<file path="config.mk">
export PLATFORM = sky130hd
export DESIGN_NAME = done_cycle_multi
export DESIGN_NICKNAME = d
export VERILOG_FILES = /design/src/rtl/done_cycle_pkg.sv /design/src/rtl/done_cycle_channel.sv /design/src/rtl/done_cycle_multi.sv
export SDC_FILE = /design/constraint.sdc
export NUM_CORES = 1
export LEC_CHECK = 0
export CORE_ASPECT_RATIO = 0.7
export CORE_MARGIN = 3
export CORE_UTILIZATION = 25
export CTS_CLUSTER_SIZE = 30
export DETAILED_ROUTE_END_ITERATION = 16
export HOLD_SLACK_MARGIN = 0.03
export PLACE_DENSITY = 0.41
export SETUP_SLACK_MARGIN = 0.05
export SLEW_MARGIN = 25
export SYNTH_ARGS = -nofsm -noshare
export SYNTH_HDL_FRONTEND = slang
export SYNTH_SLANG_ARGS = --single-unit
</file>
<file path="constraint.sdc">
create_clock -name clk -period 8.7 [get_ports clk]
set_clock_uncertainty 0.1 [all_clocks]
set_input_delay 1.305 -clock clk [delete_from_list [all_inputs] [get_ports clk]]
set_output_delay 1.305 -clock clk [all_outputs]
set_load 0.02 [all_outputs]
</file>
<file path="src/rtl/done_cycle_pkg.sv">
// done_cycle_pkg: shared definitions for the multi-channel
// cycle-count completion unit.
package done_cycle_pkg;

  localparam logic [1:0] IDLE  = 2'd0;
  localparam logic [1:0] COUNT = 2'd1;
  localparam logic [1:0] FIN   = 2'd2;

endpackage

</file>
<file path="src/rtl/done_cycle_channel.sv">
// done_cycle_channel: one channel counting running cycles
// against a latched amount, repeated for a latched iteration count.
module done_cycle_channel
  import done_cycle_pkg::*;
#(
  parameter int DATA_W = 16,
  parameter int ITER_W = 8
) (
  input  logic              clk,
  input  logic              rst,
  input  logic              run,
  input  logic              running,
  input  logic              enable,
  input  logic [DATA_W-1:0] amount,
  input  logic [ITER_W-1:0] iter,
  output logic              ch_done,
  output logic              tick
);

  logic [1:0]        state;
  logic [1:0]        state_nx;
  logic [DATA_W-1:0] cnt;
  logic [DATA_W-1:0] amt_q;
  logic [ITER_W-1:0] it;
  logic [ITER_W-1:0] iter_q;
  logic [ITER_W-1:0] it_last;
  logic              adv;
  logic              cnt_end;
  logic              it_end;

  // run wins over running, so a restart never advances the old count
  assign adv     = (state == COUNT) && running && !run;
  assign cnt_end = (cnt == amt_q);
  assign it_last = iter_q - 1'b1;
  assign it_end  = (it == it_last);

  always_ff @(posedge clk or posedge rst) begin
    if (rst) begin
      state <= IDLE;
    end else begin
      state <= state_nx;
    end
  end

  always_comb begin
    state_nx = state;
    unique case (1'b1)
      run: begin
        if (enable && (iter != '0)) begin
          state_nx = COUNT;
        end else begin
          state_nx = FIN;
        end
      end
      (adv && cnt_end && it_end): state_nx = FIN;
      default: ;
    endcase
  end

  always_comb begin
    ch_done = (state == IDLE) || (state == FIN);
  end

  always_ff @(posedge clk or posedge rst) begin
    if (rst) begin
      cnt    <= '0;
      it     <= '0;
      amt_q  <= '0;
      iter_q <= '0;
      tick   <= 1'b0;
    end else if (run) begin
      cnt    <= '0;
      it     <= '0;
      amt_q  <= amount;
      iter_q <= iter;
      tick   <= 1'b0;
    end else begin
      tick <= adv && cnt_end;
      if (adv) begin
        if (cnt_end) begin
          cnt <= '0;
          if (!it_end) begin
            it <= it + 1'b1;
          end
        end else begin
          cnt <= cnt + 1'b1;
        end
      end
    end
  end

endmodule

</file>
<file path="src/rtl/done_cycle_multi.sv">
// done_cycle_multi: N_CH independent cycle-count channels with
// an aggregated all-complete flag.
module done_cycle_multi
  import done_cycle_pkg::*;
#(
  parameter int DATA_W = 16,
  parameter int ITER_W = 8,
  parameter int N_CH   = 4
) (
  input  logic                   clk,
  input  logic                   rst,
  input  logic                   run,
  input  logic                   running,
  output logic                   done,
  input  logic [N_CH*DATA_W-1:0] amount,
  input  logic [N_CH*ITER_W-1:0] iter,
  input  logic [N_CH-1:0]        enable,
  output logic [N_CH-1:0]        ch_done,
  output logic [N_CH-1:0]        tick
);

  for (genvar g = 0; g < N_CH; g++) begin : g_ch
    done_cycle_channel #(
      .DATA_W(DATA_W),
      .ITER_W(ITER_W)
    ) u_ch (
      .clk    (clk),
      .rst    (rst),
      .run    (run),
      .running(running),
      .enable (enable[g]),
      .amount (amount[g*DATA_W +: DATA_W]),
      .iter   (iter[g*ITER_W +: ITER_W]),
      .ch_done(ch_done[g]),
      .tick   (tick[g])
    );
  end

  assign done = &ch_done;

endmodule
</file>
==> out/qor.csv, run 1 <==
metric,value,unit
Starting DRT DRC Count,389,
final hold vios,0,
P per Cell Area,177.3,nW/um^2
total power,2.336,mW
"Slowest-stage cell, CP",buf_4,
cell leakage power,5.182,nW
status,finished clean,
most used cell along the critical path,or3_1,
Slowest Stage Delay on Critical Path,0.78,ns
worst slew pin tran,0.9469,ns
r2r setup slk,5.77,ns
GRT Residual Overflow,0,
Max clock buf depth,3,
CTS Buf Count,24,
Worst EP arrival,4.16,ns
row count,62,
core area,41740,sq um
Post-CTS Setup Inserts,0,
TritonCTS clock tree,built,
share of the synthesized area in the top cell type,47.43,%
synthesized instance count,1014,
GRT Util Overall,12.24,%
Port Buffer Count,112,
clk_lat worst skew,0.53,ns
Rel. slew slack,36.87,%
die area,45620,sq um
Final period util,43.80,%
"CP delay by family, top",buffers and inverters,
ys flop type,dfrtp_1,
H-tree depth,1,
minimum clock period,3.810,ns
largest net degree at the start of global routing,135,
"Cell Chain, Critical Path",buf_6 -> buf_4 -> o2111ai_1 -> or3_1 -> or3_1 -> a21oi_1,
hold_buf cts,0,
Root Buffer,clkbuf_16,
first-pass GRT wire length,45400,um
yosys warns,0,
worst hold path type,flip-flop to flip-flop,
reg2reg path depth,7,
"Endpoint, Worst Hold",g_ch[3].u_ch.state[1],
Final Max Tran Viols,0,
Hold Path Cell Cnt,2,
CP Max Fanout,93,
Reg2Reg Capture Point,g_ch[2].u_ch.it[0],
worst r2r src,g_ch[2].u_ch.iter_q[0],
DIE HEIGHT,179.6,um
final setup vio count,0,
vias in the first global route,8084,
post-detailed-placement half-perimeter wirelength,19390,um
crit path buf inv count,2,
Initial Util,25.79,%
Remaining DRCs,0,
sequential area share after synthesis,47.43,%
# nets final,1226,
post-synth net total,1130,
setup_tns,0,ns
"top cells by area, synth","dfrtp_1 (47%), mux2_2 (9.8%), xnor2_1 (7.8%)",
library cells used by synthesis,68,
Vias,7777,
I/O Pins,113,
Wirelength per Cell,16.57,um
VDD IR max,0.1110,mV
final WL,27730,um
P&R area growth vs syn,22.35,%
Final GP Congestion,0.7574,
f_max,262.4,MHz
max-cap violations,0,
number of routed nets with antenna violations,0,
WHS,0.4189,ns
critical hold path startpoint,g_ch[3].u_ch.state[1],
asr flop ratio synth,100.0,%
Synth Cell Area,10760,sq um
CTS Sinks,204,
Post-synth EDFFs,0,
Die W,254.0,um
CP Launch Type,input pin,
#FFs+latches synth,204,
layout cells sized above 1,14.45,%
CTS resizes,0,
CP required,9.05,ns
initial antenna violation count,1,
fin util,31.56,%
unrepaired setup endpoints after global routing,no,
Via-to-Cell Ratio,4.649,
syn avg cell area,10.62,sq um
CP Capture Type,flip-flop,
Synth area leader,dfrtp_1,
first drt pass iteration count,4,
"Reg clk slew, reported paths",0.06,ns
kind of critical path,input pin to flip-flop,
-- where the power goes --
group	switching, mW	internal, mW
clock	0.414	0.579
sequential	0.0583	1.00
combinational	0.130	0.150
total	0.603	1.73
-- metal layers --
layer  vias to the layer above  GRT usage [%]  wire length [um]
li1                       3828              -                 -
met1                      3820          19.10             14560
met2                        91          17.46             11750
met3                        38          2.167               903
met4                         0          2.498               516
met5                         -              0                 0
-- through the flow --
stage | cell area (sq um) | worst slack, ns | std cells
2_1_floorplan | 10760 | 1.728 | 1014
3_3_place_gp | 12380 | 4.318 | 1628
3_5_place_dp | 12390 | 4.280 | 1628
4_1_cts | 13160 | 4.845 | 1672
5_1_grt | 13170 | 4.623 | 1673
6_report | 13170 | 4.890 | 1673
-- state kept, by name, indices dropped and copies added (netlist names) --
signal	count
g_ch.u_ch.amt_q	64
g_ch.u_ch.cnt	64
g_ch.u_ch.tick	4
g_ch.u_ch.it	32
g_ch.u_ch.iter_q	32
g_ch.u_ch.state	8
-- how the worst max path moves through the flow --
| stage | end | startpoint | cells after the start |
|---|---|---|---|
| 2_1_floorplan | g_ch[0].u_ch.amt_q[0] | rst | 1 |
| 3_3_place_gp | g_ch[0].u_ch.cnt[13] | run | 7 |
| 3_5_place_dp | g_ch[0].u_ch.cnt[15] | run | 6 |
| 4_1_cts | g_ch[0].u_ch.cnt[15] | run | 6 |
| 5_1_grt | g_ch[0].u_ch.cnt[15] | run | 6 |
| 6_report | g_ch[0].u_ch.cnt[15] | run | 6 |
-- worst register-to-register path, cell delays in order (launching register included) --
cell,delay [ns]
dfrtp_1,0.42
inv_1,0.09
ha_1,0.21
or3b_2,0.48
a221o_1,0.42
nor4b_4,0.67
nor2_2,0.11
mux2_4,0.32
-- final cells by class --
cell class | instances | area (sq um)
Clock inverter | 4 | 23.77
Inverter | 27 | 113.9
Timing Repair Buffer | 115 | 1149
Fill cell | 4322 | 28560
Sequential cell | 204 | 5105
Multi-Input combinational cell | 738 | 5354
Clock buffer | 40 | 742.0
Tap cell | 544 | 680.7
Antenna cell | 1 | 2.502
-- cells in the final DEF (no fill, tap or decap), types with 4 or more instances in the layout --
| master | count |
|---|---|
| a21oi_1 | 40 |
| nand4_1 | 29 |
| nor3_1 | 21 |
| and4_1 | 4 |
| nand2_1 | 59 |
| nand3b_1 | 7 |
| nor4_1 | 17 |
| mux2_2 | 94 |
| a31o_2 | 6 |
| ha_1 | 12 |
| clkbuf_8 | 6 |
| nor3b_1 | 5 |
| a21o_1 | 4 |
| inv_1 | 25 |
| dfrtp_1 | 204 |
| xor2_1 | 50 |
| nor2b_1 | 5 |
| nor2_1 | 93 |
| or4_1 | 15 |
| clkbuf_1 | 9 |
| o21ai_0 | 24 |
| and3b_1 | 5 |
| clkdlybuf4s50_1 | 111 |
| nor4b_1 | 7 |
| a22o_1 | 7 |
| clkbuf_16 | 25 |
| or3_1 | 9 |
| and3_1 | 12 |
| o31ai_1 | 15 |
| xnor2_1 | 96 |
| nand3_1 | 41 |
-- synth_stat cells, types with 4 or more instances --
| cell type | n |
|---|---|
| nand3_1 | 41 |
| and3b_1 | 5 |
| and4_1 | 4 |
| o31ai_1 | 15 |
| dfrtp_1 | 204 |
| or4_1 | 15 |
| a31o_2 | 6 |
| xnor2_1 | 96 |
| clkbuf_1 | 24 |
| nor4_1 | 17 |
| nor2_1 | 94 |
| nor3_1 | 21 |
| mux2_2 | 94 |
| nand2_1 | 59 |
| nor3b_1 | 5 |
| a21oi_1 | 41 |
| a21o_1 | 4 |
| a22o_1 | 7 |
| o21ai_0 | 24 |
| or3_1 | 9 |
| nor2b_1 | 5 |
| nor4b_1 | 7 |
| nand4_1 | 29 |
| ha_1 | 12 |
| nand3b_1 | 7 |
| buf_1 | 9 |
| nor4_2 | 4 |
| buf_4 | 9 |
| and3_1 | 12 |
| inv_1 | 26 |
| xor2_1 | 50 |
-- logic make-up (layout without fill, tap and decap cells) --
logic type	Yosys count	count (layout)	share of synthesized area, %
simple gates	350	350	17.52
flops	204	204	47.43
xor+xnor	146	146	11.88
compound gates	134	134	8.741
mux	96	96	10.07
buf+inv	72	186	2.976
fa+ha+maj	12	12	1.395
other cells	0	1	0
Power figures use the tool's default switching activity.
==> run 2, diff against run 1 <==
clock period = 3.7 ns   (was 8.7 ns; I/O delays follow)
==> out/qor.csv, run 2 (synthesized netlist as in run 1, its figures left out) <==
metric,value,unit
status,finished clean,
Rel. slew slack,43.92,%
Root Buffer,clkbuf_16,
core area,41740,sq um
Final GP Congestion,0.7576,
first-pass GRT wire length,45660,um
final WL,27950,um
post-detailed-placement half-perimeter wirelength,19840,um
DIE HEIGHT,179.6,um
number of routed nets with antenna violations,0,
final setup vio count,0,
CTS Sinks,204,
Wirelength per Cell,16.63,um
Starting DRT DRC Count,372,
worst slew pin tran,0.8412,ns
VDD IR max,0.2669,mV
Initial Util,25.79,%
P&R area growth vs syn,23.33,%
hold_buf cts,0,
Post-CTS Setup Inserts,0,
Switching Share,25.37,%
Worst EP arrival,3.21,ns
cell leakage power,5.246,nW
diodes inserted,0,
# fillers,4320,
minimum clock period,2.898,ns
"most common cell after layout, fill and taps aside",dfrtp_1,
Seq pwr share,44.8,%
H-tree depth,1,
kind of critical path,flip-flop to flip-flop,
Port Buffer Count,112,
Psw,1.414,mW
layout cells sized above 1,15.30,%
Max clock buf depth,3,
TritonCTS clock tree,built,
first drt pass iteration count,4,
CTS resizes,0,
I/O Pins,113,
# nets final,1237,
P per Cell Area,419.7,nW/um^2
"commonest cells after routing, fill and taps aside","dfrtp_1 (204), clkdlybuf4s50_1 (111), xnor2_1 (96), nor2_1 (94), mux2_2 (94)",
combinational share of power,11.9,%
setup_tns,0,ns
Die W,254.0,um
top flop regs,"g_ch.u_ch.amt_q x64, g_ch.u_ch.cnt x64",
final hold vios,0,
die area,45620,sq um
GRT Residual Overflow,0,
internal power,4.158,mW
CTS Buf Count,24,
unrepaired setup endpoints after global routing,no,
Via-to-Cell Ratio,4.647,
fin util,31.81,%
part of the power in the clock network,43.3,%
initial antenna violation count,0,
f_max,345.0,MHz
Final period util,78.33,%
largest net degree at the start of global routing,77,
max-cap violations,0,
Remaining DRCs,0,
worst hold path type,input pin to asynchronous set/reset pin,
CP Max Fanout,14,
CP Capture Type,flip-flop,
"Reg clk slew, reported paths",0.07,ns
Final Max Tran Viols,0,
vias in the first global route,8150,
clk_lat worst skew,0.53,ns
CP required,4.01,ns
GRT Util Overall,12.39,%
CP Launch Type,flip-flop,
row count,62,
Vias,7811,
run 2: changes by cell type in the layout (fill, tap and decap cells not counted), moves of 2 or more:
cell	change
buf_12	+2
buf_4	+10
clkbuf_1	-4
clkinvlp_4	+2
run 2: cell type report:
cell class	count	area, sq um	area share [%]
clock inverters	5	52.55	0.3959
clock buffers	37	740.7	5.580
well taps	544	680.7	5.127
repair buffers	126	1252	9.435
inverters	27	105.1	0.7917
multi-input cells	738	5339	40.22
flip-flops and latches	204	5105	38.45
run 2: worst paths after layout:
path,slack [ns],depth (start not counted),endpoint,from
max,0.80,7,g_ch[2].u_ch.it[0],g_ch[2].u_ch.iter_q[0]
min,0.21,2,g_ch[1].u_ch.cnt[13],rst
max reg2reg,0.80,7,g_ch[2].u_ch.it[0],g_ch[2].u_ch.iter_q[0]
min reg2reg,0.42,2,g_ch[3].u_ch.state[1],g_ch[3].u_ch.state[1]
max in group asynchronous,2.33,3,g_ch[0].u_ch.cnt[6],rst
min in group clk,0.38,2,g_ch[1].u_ch.tick,run
run 2: stage by stage:
stage / setup WS (ns) / instance area, sq um / instances / total power [mW] / hold WS (ns)
2_1_floorplan: 0.4007 / 10770 / 1014 / 2.946 / 0.3854
3_3_place_gp: 0.6025 / 12480 / 1639 / 3.211 / 0.4018
3_5_place_dp: 0.5217 / 12480 / 1639 / 3.218 / 0.4104
4_1_cts: 0.8030 / 13280 / 1681 / 5.708 / 0.1871
5_1_grt: 0.6482 / 13280 / 1681 / 5.872 / 0.1960
6_report: 0.8018 / 13280 / 1681 / 5.572 / 0.2124
run 2: power by group through the flow:
stage	Clock [mW]	Sequential (mW)	Combinational, mW
2_1_floorplan	0	2.49	0.453
3_3_place_gp	0	2.54	0.672
3_5_place_dp	0	2.54	0.677
4_1_cts	2.53	2.50	0.680
5_1_grt	2.61	2.52	0.747
6_report	2.41	2.50	0.665
run 2: metal layers:
layer,GRT usage (%),vias up,share of wire [%]
li1,-,3829,-
met1,18.52,3855,52
met2,18.67,99,43
met3,2.340,28,3.6
met4,2.291,0,1.6
met5,0,-,0
run 2: worst max-delay path: stages (launching register included):
cell and delay, ns:
dfrtp_1 0.43, inv_1 0.09, ha_1 0.20, or3b_2 0.48
a221o_1 0.41, nor4b_4 0.66, nor2_2 0.10, mux2_4 0.32
==> run 3, diff against run 2 <==
clock period = 2.7 ns   (was 3.7 ns; I/O delays follow)
==> out/qor.csv, run 3 (synthesized netlist as in run 1, its figures left out) <==
metric,value,unit
minimum clock period,2.625,ns
"Cell Chain, Critical Path",buf_4 -> nor4_1 -> a211oi_1 -> o31ai_2 -> nor4b_4 -> buf_4 -> or4_1 -> a21oi_1,
I/O Pins,113,
diodes inserted,0,
# nets final,1276,
final WL,27850,um
Wirelength per Cell,16.21,um
post-detailed-placement half-perimeter wirelength,20230,um
GRT Util Overall,12.27,%
layout cells sized above 1,18.31,%
post-place setup slack,0.05261,ns
Starting DRT DRC Count,374,
Final GP Congestion,0.7511,
CP Launch Type,flip-flop,
top flop regs,"g_ch.u_ch.amt_q x64, g_ch.u_ch.cnt x64",
P per Cell Area,566.6,nW/um^2
DIE HEIGHT,179.6,um
core area,41740,sq um
most used cell along the critical path,buf_4,
Initial Util,25.79,%
"Reg clk slew, reported paths",0.06,ns
Placed Instance Area,12780,sq um
worst slew pin tran,0.7516,ns
H-tree depth,1,
f_max,381.0,MHz
Vias,7914,
cell leakage power,5.454,nW
final worst-path setup slack,0.07508,ns
reg2reg path depth,8,
Rel. slew slack,49.89,%
"Slowest-stage cell, CP",nor4_1,
Via-to-Cell Ratio,4.607,
setup_tns,0,ns
CP Max Fanout,5,
worst hold path type,input pin to asynchronous set/reset pin,
max-cap violations,0,
CTS Sinks,204,
CTS Buf Count,24,
status,finished clean,
final hold vios,0,
"most common cell after layout, fill and taps aside",dfrtp_1,
Worst EP arrival,2.98,ns
first drt pass iteration count,4,
die area,45620,sq um
Final Max Tran Viols,0,
WHS,0.08915,ns
Remaining DRCs,0,
Final period util,97.22,%
largest net degree at the start of global routing,93,
Root Buffer,clkbuf_16,
unrepaired setup endpoints after global routing,yes,
initial antenna violation count,0,
first-pass GRT wire length,45260,um
CP Capture Type,flip-flop,
total power,7.732,mW
P&R area growth vs syn,26.77,%
row count,62,
final instance area,13650,sq um
CP required,3.05,ns
TritonCTS clock tree,built,
VDD IR max,0.3588,mV
kind of critical path,flip-flop to flip-flop,
"commonest cells after routing, fill and taps aside","dfrtp_1 (203), clkdlybuf4s50_1 (111), xnor2_1 (96), nor2_1 (94), mux2_2 (94)",
Max clock buf depth,3,
final setup vio count,0,
number of routed nets with antenna violations,0,
Die W,254.0,um
vias in the first global route,8116,
GRT Residual Overflow,0,
clk_lat worst skew,0.53,ns
Port Buffer Count,112,
Slowest Stage Delay on Critical Path,0.51,ns
run 3: critical path: cells and delay by family, from the launching register on:
kind | cells | cell delay (ns)
and+or+nand+nor | 3 | 1.09
DFF | 1 | 0.37
AOI/OAI and AO/OA | 3 | 0.70
buffers and inverters | 2 | 0.30
run 3: final timing paths:
kind                                              from                    end  slack [ns]
worst max-delay path            g_ch[2].u_ch.iter_q[0]     g_ch[2].u_ch.it[3]        0.08
worst min-delay path                               rst  g_ch[1].u_ch.amt_q[9]        0.09
worst max register to register  g_ch[2].u_ch.iter_q[0]     g_ch[2].u_ch.it[3]        0.08
worst min register to register   g_ch[3].u_ch.state[1]  g_ch[3].u_ch.state[1]        0.42
max in group asynchronous                          rst   g_ch[0].u_ch.cnt[12]        1.60
min in group clk                                   run      g_ch[1].u_ch.tick        0.14
run 3: per-stage QoR:
stage	cells	utilization (%)
6_report	1718	32.70
5_1_grt	1718	32.70
4_1_cts	1714	32.55
3_5_place_dp	1674	30.63
3_3_place_gp	1674	30.63
2_1_floorplan	1014	-
run 3: per-layer routing:
metal | wire (um) | global-route usage (%)
met1 | 14520 | 18.70
met3 | 1001 | 2.427
met4 | 440 | 2.314
met2 | 11890 | 17.94
met5 | 0 | 0
run 3: final cells by class:
| class | instances | area [sq um] |
|---|---|---|
| fillers | 4300 | 28090 |
| multi-input cells | 738 | 5376 |
| flip-flops and latches | 204 | 5106 |
| clock buffers | 38 | 734.5 |
| inverters | 27 | 105.1 |
| clock inverters | 2 | 60.06 |
| well taps | 544 | 680.7 |
| repair buffers | 165 | 1583 |
run 3: repair_timing:
item / CTS / global route
setup buffers: 0 / 4
resized for setup: 1 / 6
pin swaps: 0 / 3
endpoints found under the setup margin: 1 / 13
hold buffers: 0 / 0
run 3: report_power, final:
group / total (mW) / switching (mW) / internal (mW) / leakage, nW
Clock: 3.35 / 1.32 / 2.03 / 0.388
Combinational: 0.960 / 0.435 / 0.525 / 2.46
Sequential: 3.42 / 0.183 / 3.24 / 2.61
Total: 7.73 / 1.94 / 5.80 / 5.45
==> RTL change, RTL diff (flow settings as in run 1) <==
Register the inputs `run`, `running`, `amount`, `iter` and `enable` before use. The logic sees them one clock later. Comments in the files are not updated.
--- a/src/rtl/done_cycle_multi.sv
+++ b/src/rtl/done_cycle_multi.sv
@@ -21,2 +21,16 @@
 
+  logic run_q;
+  logic running_q;
+  logic [N_CH*DATA_W-1:0] amount_q;
+  logic [N_CH*ITER_W-1:0] iter_r;
+  logic [N_CH-1:0] enable_q;
+
+  always_ff @(posedge clk) begin
+      run_q     <= run;
+      running_q <= running;
+      amount_q  <= amount;
+      iter_r    <= iter;
+      enable_q  <= enable;
+  end
+
   for (genvar g = 0; g < N_CH; g++) begin : g_ch
@@ -28,7 +42,7 @@
       .rst    (rst),
-      .run    (run),
-      .running(running),
-      .enable (enable[g]),
-      .amount (amount[g*DATA_W +: DATA_W]),
-      .iter   (iter[g*ITER_W +: ITER_W]),
+      .run    (run_q),
+      .running(running_q),
+      .enable (enable_q[g]),
+      .amount (amount_q[g*DATA_W +: DATA_W]),
+      .iter   (iter_r[g*ITER_W +: ITER_W]),
       .ch_done(ch_done[g]),
Function: changed (a bounded check fails within 4 cycles, from zero or initial values and one cycle with rst high).
==> RTL change against run 1 <==
Sequential cell count is 102 higher. Total power is 45% higher. Sequential power rose by 47%. Worst setup slack got worse by 0.029 ns. Cell count increased by 15%. Wire length grew 3.7%. Clock power increased by 58%. Design area up 19%. Synthesized area increased by 18%. Critical path type is now reg2out.
==> RTL change: results (changes against run 1) <==
- The detailed-route vias per instance is 4.25 (-8.6%).
- The total placed instance area is 14500 µm² (+17%).
- The worst-case vdd ir drop is 98.8 µV (-11%).
- The arrival time of the worst setup path is 2.43 ns (-1.73 ns).
- The commonest cells after synthesis are 204 x dfrtp_1, 114 x nor2_1, 110 x xnor2_1, 102 x dfxtp_1, 85 x mux2_2.
- The first-pass iteration count of the detailed router is 5 (+1).
- The average wire per cell in the routed design was 15.0 µm (-9.6%).
- The largest registers in the layout are amount_q (64), g_ch.u_ch.amt_q (64), g_ch.u_ch.cnt (64).
- The pin count of the biggest net entering global routing was 172 (+27%).
- The number of antenna violations at the first check in global routing is 0 (-1).
- The adder-cell share of the synthesized area is 0.0119 (-0.00209).
- The delay contributed by the slowest stage of the critical path is 0.75 ns (-0.03 ns).
- The routability congestion estimate was 0.771 (+1.8%).
- The sequential-to-total area share from yosys stat is 0.564 (+0.0901).
- The filler cell count is 5067 (+17%).
- The run finished with clean final reports.
- The area growth from synthesis to layout is 24.0%.
- The number of nets in the finished design came to 1345 (+9.7%).
- The initial DRC count is 403 (+3.6%).
- The number of clock buffers inserted by TritonCTS came to 36 (+50%).
- The half-perimeter wire length of the detailed placement result is 19.5 mm (+0.56%).
- Sorting the synthesized cells by area gives the leading types as dfrtp_1 40%, dfxtp_1 16%, xnor2_1 7.6%, mux2_2 7.6%, xor2_1 3.7%.
- The top fanout value on the critical path is 4 (-96%).
- The antenna diode instance count is 0 (-1).
- The fraction of synthesized cell area in xor and xnor cells is 0.115 (-0.00408).
- The fraction of final layout cells with drive strength greater than 1 is 0.131 (-0.0138).
- The via count of the first global-routing pass is 8521 (+5.4%).
- The global-route usage over all layers is 0.109 (-0.0137).
- The reported leakage power is 6.30 nW (+22%).
- The compound-gate portion of the synthesized area is 0.0584 (-0.0290).
-- RTL change: where the power goes --
group	switching [mW]	internal (mW)	total, mW
Sequential	0.0634	1.49	1.56
Combinational	0.116	0.140	0.256
Clock	0.595	0.973	1.57
-- RTL change: cell type report --
cell class,count,area share
clock inverter,14,0.0132
sequential,306,0.455
inverter,37,0.00964
timing repair buffer,114,0.0732
tap,665,0.0530
clock buffer,50,0.0653
multi-input combinational,734,0.330
-- RTL change: metrics by stage --
step | hold WS, ns | cells | setup WS, ns
after floorplan | 0.337 | 1120 | 1.73
after global placement | 0.346 | 1856 | 4.93
after detailed placement | 0.346 | 1856 | 4.93
after CTS | 0.361 | 1920 | 4.86
after global routing | 0.367 | 1920 | 4.85
final | 0.358 | 1920 | 4.86
-- RTL change: logic make-up after synthesis --
logic type,after synthesis
compound gates,108
xor+xnor,165
fa+ha+maj,12
buf+inv,80
flops,306
mux,99
simple gates,350
-- RTL change: final timing paths --
check | startpoint | end | slack [ns] | depth (start not counted)
worst max register to register | g_ch[3].u_ch.cnt[2] | g_ch[3].u_ch.it[7] | 5.75 | 7
worst max-delay path | g_ch[3].u_ch.state[0] | done | 4.86 | 2
min in group asynchronous | rst | g_ch[0].u_ch.amt_q[9] | 1.23 | 2
worst min register to register | amount_q[60] | g_ch[3].u_ch.amt_q[12] | 0.36 | 1
max in group asynchronous | rst | g_ch[2].u_ch.amt_q[2] | 5.79 | 3
worst min-delay path | amount_q[60] | g_ch[3].u_ch.amt_q[12] | 0.36 | 1
-- RTL change: routing by layer --
layer	GRT usage	part of all wire	up-vias
met2	0.151	0.40	119
met3	0.0278	0.051	49
li1	-	-	4062
met4	0.0317	0.024	0
met1	0.164	0.52	3931
met5	0	0	-
